[src/rtl/button_event_classifier.sv]
// Classifies a debounced button level into single, double and long press events held in a
// valid/ready output register. Define BUTTON_AUTOREPEAT_EN to repeat long events while held.
module button_event_classifier #(
  parameter int unsigned LONG_CYCLES   = 50_000_000,
  parameter int unsigned GAP_CYCLES    = 12_500_000,
  parameter int unsigned REPEAT_CYCLES = 10_000_000
) (
  input  logic       clk,
  input  logic       rst_n,
  input  logic       button_pressed,
  output logic       event_valid,
  output logic [1:0] event_code,
  input  logic       event_ready,
  output logic       overflow
);

  localparam int unsigned MaxLg     = (LONG_CYCLES > GAP_CYCLES) ? LONG_CYCLES : GAP_CYCLES;
  localparam int unsigned MaxCycles = (MaxLg > REPEAT_CYCLES) ? MaxLg : REPEAT_CYCLES;
  localparam int unsigned CntW      = (MaxCycles > 1) ? $clog2(MaxCycles) : 1;

  localparam logic [CntW-1:0] LongLast = CntW'(LONG_CYCLES - 1);
  localparam logic [CntW-1:0] GapLast  = CntW'(GAP_CYCLES - 1);
`ifdef BUTTON_AUTOREPEAT_EN
  localparam logic [CntW-1:0] RepeatLast = CntW'(REPEAT_CYCLES - 1);
`endif

  localparam logic [1:0] CodeNone   = 2'b00;
  localparam logic [1:0] CodeSingle = 2'b01;
  localparam logic [1:0] CodeDouble = 2'b10;
  localparam logic [1:0] CodeLong   = 2'b11;

  typedef enum logic [2:0] {
    StIdle,
    StPress1,
    StWaitGap,
    StPress2,
    StLongHeld
  } state_e;

  state_e            state_q, state_d;
  logic [CntW-1:0]   cnt_q, cnt_d;
  logic              btn_q;
  logic              armed_q;
  logic              event_valid_q;
  logic [1:0]        event_code_q;
  logic              overflow_q;

  logic              press;
  logic              release_evt;
  logic              gen;
  logic [1:0]        gen_code;
  logic              rep_wrap;

  // A button already held when reset lifts must be seen released before it can count as a press.
  assign press       = button_pressed & ~btn_q & armed_q;
  assign release_evt = ~button_pressed & btn_q;

  always_comb begin
    state_d  = state_q;
    gen      = 1'b0;
    gen_code = CodeNone;
    rep_wrap = 1'b0;
    unique case (state_q)
      StIdle: begin
        if (press) state_d = StPress1;
      end
      StPress1: begin
        if (release_evt) begin
          state_d = StWaitGap;
        end else if (cnt_q == LongLast) begin
          gen      = 1'b1;
          gen_code = CodeLong;
          state_d  = StLongHeld;
        end
      end
      StWaitGap: begin
        if (press) begin
          state_d = StPress2;
        end else if (cnt_q == GapLast) begin
          gen      = 1'b1;
          gen_code = CodeSingle;
          state_d  = StIdle;
        end
      end
      StPress2: begin
        if (release_evt) begin
          gen      = 1'b1;
          gen_code = CodeDouble;
          state_d  = StIdle;
        end else if (cnt_q == LongLast) begin
          // A double click held long still reports as a double; no long event follows.
          gen      = 1'b1;
          gen_code = CodeDouble;
          state_d  = StLongHeld;
        end
      end
      StLongHeld: begin
        if (release_evt) begin
          state_d = StIdle;
        end
`ifdef BUTTON_AUTOREPEAT_EN
        else if (cnt_q == RepeatLast) begin
          gen      = 1'b1;
          gen_code = CodeLong;
          rep_wrap = 1'b1;
        end
`endif
      end
      default: state_d = StIdle;
    endcase
  end

  always_comb begin
    cnt_d = cnt_q + CntW'(1);
    if ((state_d != state_q) || rep_wrap || (state_q == StIdle)) begin
      cnt_d = '0;
    end
`ifndef BUTTON_AUTOREPEAT_EN
    else if (state_q == StLongHeld) begin
      cnt_d = cnt_q;
    end
`endif
  end

  always_ff @(posedge clk or negedge rst_n) begin
    if (!rst_n) begin
      btn_q         <= 1'b0;
      armed_q       <= 1'b0;
      state_q       <= StIdle;
      cnt_q         <= '0;
      event_valid_q <= 1'b0;
      event_code_q  <= CodeNone;
      overflow_q    <= 1'b0;
    end else begin
      btn_q   <= button_pressed;
      state_q <= state_d;
      cnt_q   <= cnt_d;
      if (!button_pressed) begin
        armed_q <= 1'b1;
      end
      // A new event may replace one being accepted this cycle; otherwise it is dropped.
      if (gen) begin
        if (!event_valid_q || event_ready) begin
          event_valid_q <= 1'b1;
          event_code_q  <= gen_code;
        end else begin
          overflow_q <= 1'b1;
        end
      end else if (event_ready) begin
        event_valid_q <= 1'b0;
      end
    end
  end

  assign event_valid = event_valid_q;
  assign event_code  = event_code_q;
  assign overflow    = overflow_q;

endmodule

[config.mk]
export PLATFORM = sky130hd
export DESIGN_NAME = button_event_classifier
export DESIGN_NICKNAME = d
export VERILOG_FILES = /design/src/rtl/button_event_classifier.sv
export SDC_FILE = /design/constraint.sdc
export NUM_CORES = 1
export LEC_CHECK = 0
export ABC_AREA = 1
export BUFFER_PORTS_ARGS = -buffer_cell sky130_fd_sc_hd__buf_2
export CORE_AREA = 2 2 83 85
export CTS_BUF_LIST = sky130_fd_sc_hd__clkbuf_8
export CTS_CLUSTER_SIZE = 20
export DETAILED_ROUTE_END_ITERATION = 8
export DIE_AREA = 0 0 85 87
export GPL_ROUTABILITY_DRIVEN = 0
export PLACE_DENSITY = 0.52
export SETUP_SLACK_MARGIN = 0.5
export SLEW_MARGIN = 20
export SYNTH_ARGS = -nofsm -noshare
export SYNTH_HDL_FRONTEND = slang
export SYNTH_SLANG_ARGS = --single-unit
[constraint.sdc]
create_clock -name clk -period 2.25 [get_ports clk]
set_input_delay 0 -clock clk [delete_from_list [all_inputs] [get_ports clk]]
set_output_delay 0 -clock clk [all_outputs]
set_load 0.01 [all_outputs]
* After elaboration in Yosys (flattened, before gate mapping)
Index checks and enable logic that the tools add are counted.
** Word-level totals
- Flip-flop bits (word level) :: 35
- Bits in latches :: 0
- Bits in writable memories :: 0
- Bits in read-only memories :: 0
- Input port bits :: 4
- Output and inout bits :: 4
- Memories kept :: 0
** Operators by class
- Add/subtract/negate cells :: 1
- $mul :: 0
- Divide/modulo/power cells :: 0
- Magnitude comparators :: 0
- Eq/ne operators :: 9
- Shift operators :: 0
- Muxes and demuxes :: 26
- Bitwise operators :: 6
- Reduce and logical (&&, ||, !) cells :: 8
** Operators by type and width (count)
- two-way mux 26 bit :: 2
- adder 26 x 1 -> 26 bit (second input constant) :: 1
- == test 26 x 24 -> 1 bit (second input constant) :: 1
- == test 26 bit (second input constant) :: 1
- two-way mux 3 bit :: 7
- case mux 3 bit (5 select lines) :: 1
- two-way mux 1 bit :: 10
- two-way mux 2 bit :: 4
- == test 3 x 2 -> 1 bit (second input constant) :: 2
- case mux 2 bit (3 select lines) :: 1
- AND reduction 2 bit :: 3
- AND 1 bit :: 3
- == test 3 x 1 -> 1 bit (second input constant) :: 1
- == test 3 bit (second input constant) :: 1
- zero test 3 bit :: 1
- != test 3 bit :: 1
- NOT 1 bit :: 3
- case mux 1 bit (3 select lines) :: 1
- logical OR 1 bit :: 2
- != test 2 x 1 -> 1 bit (second input constant) :: 1
- != test 2 bit (second input constant) :: 1
- nonzero test 2 bit :: 1
- zero test 1 bit :: 1

* Depth between registers and ports, before layout
- Word-level depth :: 8
- Depth in mapped cells :: 12
- Gate-level depth less buffers :: 12

* Worst setup path before layout
OpenSTA, ideal clock, no wires.
- Path kind :: register -> register
- Start point :: register cnt_q[0]
- End point :: register cnt_q[24]
- Library setup time :: 0.072 ns
- Arrival :: 1.496 ns
- Data required time :: 2.178 ns
- Path slack :: 0.683 ns
- Cell stages (with the launch flop) :: 12
- Buffers on the path :: 0
- Clock period less this slack :: 1.567 ns
- Path through :: dfrtp_1 > ha_1 > nand2_1 > nor2_2 > nand3_1 > nor2_1 > nand3_1 > nor2_1 > nand3_1 > nand2_1 > inv_1 > nor2_1
** On the way
- Word-level cells in the longest chain between the ends :: 7
- Elaborated cells between the ends (all ways) :: 14
- Those cells by class :: add/sub: 1; eq/ne: 4; mux: 8; reduce/logical: 1
** Ends and longest elaborated chain
- from (decl) :: line 41 : logic [CntW-1:0] cnt_q, cnt_d;
- from (signal assigned) :: line 137 : cnt_q <= cnt_d;
- == test 26 bit or == test 26 x 24 -> 1 bit (tied branches) :: line 70, 90, 79
- two-way mux 3 bit (on tied branches) :: line 70, 90, 79
- two-way mux 3 bit (on tied branches) :: line 86, 68, 77
- case mux 3 bit (5 select lines) :: line 63 : unique case (state_q)
- != test 3 bit :: line 115 : if ((state_d != state_q) || rep_wrap || (state_q == StIdle)) begin
- logical OR 1 bit :: line 115
- != test 2 bit (no line) or two-way mux 26 bit (tied branches)
Several ways; a longest one is shown, not always the timed one. The select of a mux whose other input is x is not followed.
A chain may end at the register's enable or synchronous reset.

* Worst setup path after layout
- Start point :: register cnt_q[0]
- End point :: register cnt_q[14]
Same word-level chain as after synthesis.

==> results.txt <==
----------------------------------------------------
[Yosys]
  Post-synth ARST share ... 100%
  Top_reg_cell synth ... sky130_fd_sc_hd__dfrtp_1
  Number of distinct library cells after synthesis ... 31
  Average size of a mapped cell ... 7.11 sq um
  Post-Synthesis Net Count ... 319
  Cell count after synthesis ... 314
  Flop and latch count out of synthesis ... 35
  Yosys warning total ... 0
  Post-synth design cell area ... 2230 sq um
  Number of enable flip-flop cells after synthesis ... 0
  Seq/Total Area, Yosys ... 39.2%

[Status]
  Result of the run ... complete, no violations

[Drt]
  Drt first-iter violations ... 108
  DR DRC count ... 0
  M1 WL ... 2.91 mm
  Met2 wire length ... 3.14 mm
  Met3 wire length ... 198 um
  Wire length reported by the detailed router ... 6.35 mm
  Number of optimization iterations in the first detailed-route pass ... 4
  Remaining number of nets flagged by the antenna check after routing ... 0
  Via count normalized by instance count ... 4.84
  Vias after detailed routing ... 2213
  Top Metal Used ... met4
  Wire length per cell ... 13.9 um

[Timing]
  Number of endpoints failing setup at the final stage ... 0
  Number of max-slew violations in the final report ... 0
  Min Hold Slack ... 0.0317 ns
  Actual slew at the worst max-slew pin ... 0.808 ns
  Total negative setup slack ... 0 ns
  Min Tclk post-route ... 1.71 ns
  Final Cycle Share ... 75.9%
  Count of final hold-check violations ... 0
  Max Clock Freq ... 0.585 GHz
  Max Clock Skew ... 0.00312 ns
  Max-slew headroom at the worst pin ... 46.2%
  Setup repair after global routing missed its margin ... true

[Power]
  Clock power share ... 25.8%
  Leakage power figure ... 1.39 nW
  Switching power share of the total ... 35.5%
  Total net switching power ... 0.637 mW
  Power share of the combinational group ... 34.2%
  Internal power summed over all cells ... 1.16 mW
  Pwr per Cell Area ... 573 nW/um^2
  Worst supply voltage drop on vdd ... 0.366 mV
  Sequential group share of total power ... 40.0%

[Cells and area]
  Area used by sequential logic in the layout ... 885 sq um
  Area taken by multi-input logic gates ... 1480 sq um
  Count of inserted antenna diode cells ... 0
  Post-layout instance count excluding filler cells ... 457
  Fraction of layout cells with a size suffix above 1 ... 39.3%
  Layout area overhead ... 40.4%
  Final Net Count ... 382
  Filler instances ... 639

[Worst setup path]
  Type of the setup path with the least slack ... flop to flop
  Peak fanout along the critical path ... 7
  Crit path capture type ... flop
  CP Launch Type ... flop
  Worst Path Required ... 2.43 ns
  Signal arrival time at the worst endpoint ... 1.88 ns

[GRT]
  Antenna violations before repair ... 0
  Vias in the first global route ... 2221
  Total congestion overflow ... 0
  Wire length of the first global-routing pass ... 10.5 mm
  GRT Total Usage ... 18.0%
  Maximum number of pins on one net before global-route repair ... 36

[Floorplan]
  Full die area ... 7400 sq um
  Placeable core region ... 6570 sq um
  DIE WIDTH ... 85 um
  Overall die height ... 87 um
  Starting Density ... 34.0%
  Number of placed I/O pins ... 8
  Number of rows in the core area ... 30

[Placed design]
  HPWL after detailed placement ... 3.93 mm
  Number of I/O port buffers ... 7
  Post-Place Cells ... 402

[Clock network]
  Clock Root Buffer ... sky130_fd_sc_hd__clkbuf_8
  Number of buffers created by CTS ... 5
  Number of clock sinks ... 35
  Depth of the CTS H-tree ... 2
  Buffer depth of the longest clock path ... 2
  CTS tree ... built
  Clock latency at the later pin of the worst-skew pair ... 0.29 ns
  Clock slew at reported path FFs ... 0.07 ns

[Worst hold path]
  Worst Hold Class ... input port to flop

[Run]
  Total of max-cap violations ... 0

----------------------------------------------------
==> cells in the final DEF, fill, tap and decap left out, types with 2 or more instances in the layout <==
master | netlist | layout
sky130_fd_sc_hd__nand3_2 | 1 | 5
sky130_fd_sc_hd__dlygate4sd3_1 | 0 | 2
sky130_fd_sc_hd__inv_2 | 0 | 9
sky130_fd_sc_hd__o21ai_0 | 7 | 7
sky130_fd_sc_hd__nor3_2 | 1 | 2
sky130_fd_sc_hd__xnor2_1 | 5 | 5
sky130_fd_sc_hd__clkbuf_8 | 0 | 6
sky130_fd_sc_hd__buf_6 | 1 | 2
sky130_fd_sc_hd__nand3_1 | 22 | 16
sky130_fd_sc_hd__dfrtp_2 | 0 | 7
sky130_fd_sc_hd__nand4_1 | 13 | 13
sky130_fd_sc_hd__nor2_2 | 14 | 23
sky130_fd_sc_hd__buf_2 | 1 | 7
sky130_fd_sc_hd__xor2_1 | 9 | 9
sky130_fd_sc_hd__nand2_4 | 1 | 3
sky130_fd_sc_hd__nand2_2 | 2 | 16
sky130_fd_sc_hd__inv_1 | 40 | 31
sky130_fd_sc_hd__nand2_8 | 0 | 4
sky130_fd_sc_hd__nand3_4 | 0 | 2
sky130_fd_sc_hd__nor2_4 | 1 | 12
sky130_fd_sc_hd__nand2_1 | 77 | 60
sky130_fd_sc_hd__nor3_1 | 11 | 9
sky130_fd_sc_hd__buf_4 | 0 | 43
sky130_fd_sc_hd__dfrtp_1 | 35 | 28
sky130_fd_sc_hd__nand3b_1 | 4 | 4
sky130_fd_sc_hd__nor2_1 | 57 | 37
==> area by class of cell <==
type	instances	area share, %
Clock inverter	1	0.160
Inverter	40	4.79
Multi-Input combinational cell	239	47.1
Clock buffer	6	2.64
Sequential cell	35	28.2
Tap cell	80	3.19
Timing Repair Buffer	56	13.9
==> per-layer routing <==
| layer | vias up | global-route usage [%] |
|---|---|---|
| li1 | 1125 | - |
| met1 | 1033 | 22.7 |
| met2 | 44 | 31.0 |
| met3 | 11 | 3.03 |
| met4 | 0 | 6.64 |
| met5 | - | 0 |
==> power groups by stage <==
| stage | combinational, mW | clock (mW) | sequential (mW) |
|---|---|---|---|
| global placement | 0.295 | 0 | 0.717 |
| global route | 0.667 | 0.508 | 0.721 |
| detailed placement | 0.298 | 0 | 0.719 |
| CTS | 0.499 | 0.483 | 0.707 |
| floorplan | 0.262 | 0 | 0.720 |
| finish | 0.614 | 0.463 | 0.717 |
==> Yosys cell counts, types with 2 or more instances <==
master | number | share of area [%]
sky130_fd_sc_hd__dfrtp_1 | 35 | 39
sky130_fd_sc_hd__inv_1 | 40 | 6.7
sky130_fd_sc_hd__nand4_1 | 13 | 3.6
sky130_fd_sc_hd__nand3b_1 | 4 | 1.3
sky130_fd_sc_hd__nor2_1 | 57 | 9.6
sky130_fd_sc_hd__xor2_1 | 9 | 3.5
sky130_fd_sc_hd__nand3_1 | 22 | 4.9
sky130_fd_sc_hd__o21ai_0 | 7 | 1.6
sky130_fd_sc_hd__nand2_1 | 77 | 13
sky130_fd_sc_hd__xnor2_1 | 5 | 2.0
sky130_fd_sc_hd__nor3_1 | 11 | 2.5
sky130_fd_sc_hd__nor2_2 | 14 | 3.9
sky130_fd_sc_hd__nand2_2 | 2 | 0.56
==> cells by family (layout without fill, tap and decap cells) <==
group,after synthesis,in the layout,share of synthesized area (%)
AO/OA/AOI/OAI,15,15,4.32
buffers and inverters,43,103,8.35
multiplexers,1,1,0.448
AND/OR/NAND/NOR,205,208,41.6
adder cells (fa/ha/maj),1,1,0.560
flip-flops,35,35,39.2
XOR/XNOR,14,14,5.49
==> flip-flops by register name, indices dropped and copies added, names as in the netlist <==
register and count:
cnt_q 26, state_q 3, event_code 2, armed_q 1, btn_q 1, event_valid 1
overflow 1
==> critical path, stage by stage (launching register included) <==
cell and delay [ns]:
sky130_fd_sc_hd__dfrtp_1 0.40, sky130_fd_sc_hd__ha_4 0.19, sky130_fd_sc_hd__nand2_4 0.06, sky130_fd_sc_hd__nor2_4 0.15, sky130_fd_sc_hd__nand2_2 0.10, sky130_fd_sc_hd__nor2_4 0.12, sky130_fd_sc_hd__nand3_2 0.07, sky130_fd_sc_hd__nand2_2 0.10
sky130_fd_sc_hd__nand3_4 0.10, sky130_fd_sc_hd__buf_8 0.16, sky130_fd_sc_hd__nand2_8 0.09, sky130_fd_sc_hd__nor2_1 0.05
==> worst paths after layout <==
kind | from | endpoint | slack, ns | depth (start not counted)
setup / recovery | cnt_q[0] | cnt_q[14] | 0.54 | 11
hold / removal | event_ready | overflow | 0.03 | 3
setup reg to reg | cnt_q[0] | cnt_q[14] | 0.54 | 11
hold reg to reg | overflow | overflow | 0.45 | 1
max in group asynchronous | rst_n | cnt_q[6] | 1.35 | 2
min in group asynchronous | rst_n | cnt_q[17] | 0.34 | 2
==> per-stage QoR <==
step           worst slack, ns  area [sq um]  power (mW)  utilization (%)
2_1_floorplan            0.683          2230       0.982                -
3_3_place_gp             0.337          2360        1.01             35.9
3_5_place_dp             0.327          2360        1.02             35.9
4_1_cts                  0.499          2840        1.69             43.3
5_1_grt                  0.460          3130        1.90             47.7
6_report                 0.542          3130        1.79             47.7
==> repair_timing <==
| item | in CTS | in global routing |
|---|---|---|
| hold endpoints to repair | 36 | 0 |
| setup endpoints to repair | 26 | 29 |
| hold buffers | 2 | 0 |
| setup buffers | 29 | 14 |
| gates resized for setup | 34 | 54 |
| cloned | 3 | 0 |
| pin swaps | 18 | 25 |
(Power assumes the default switching activity.)
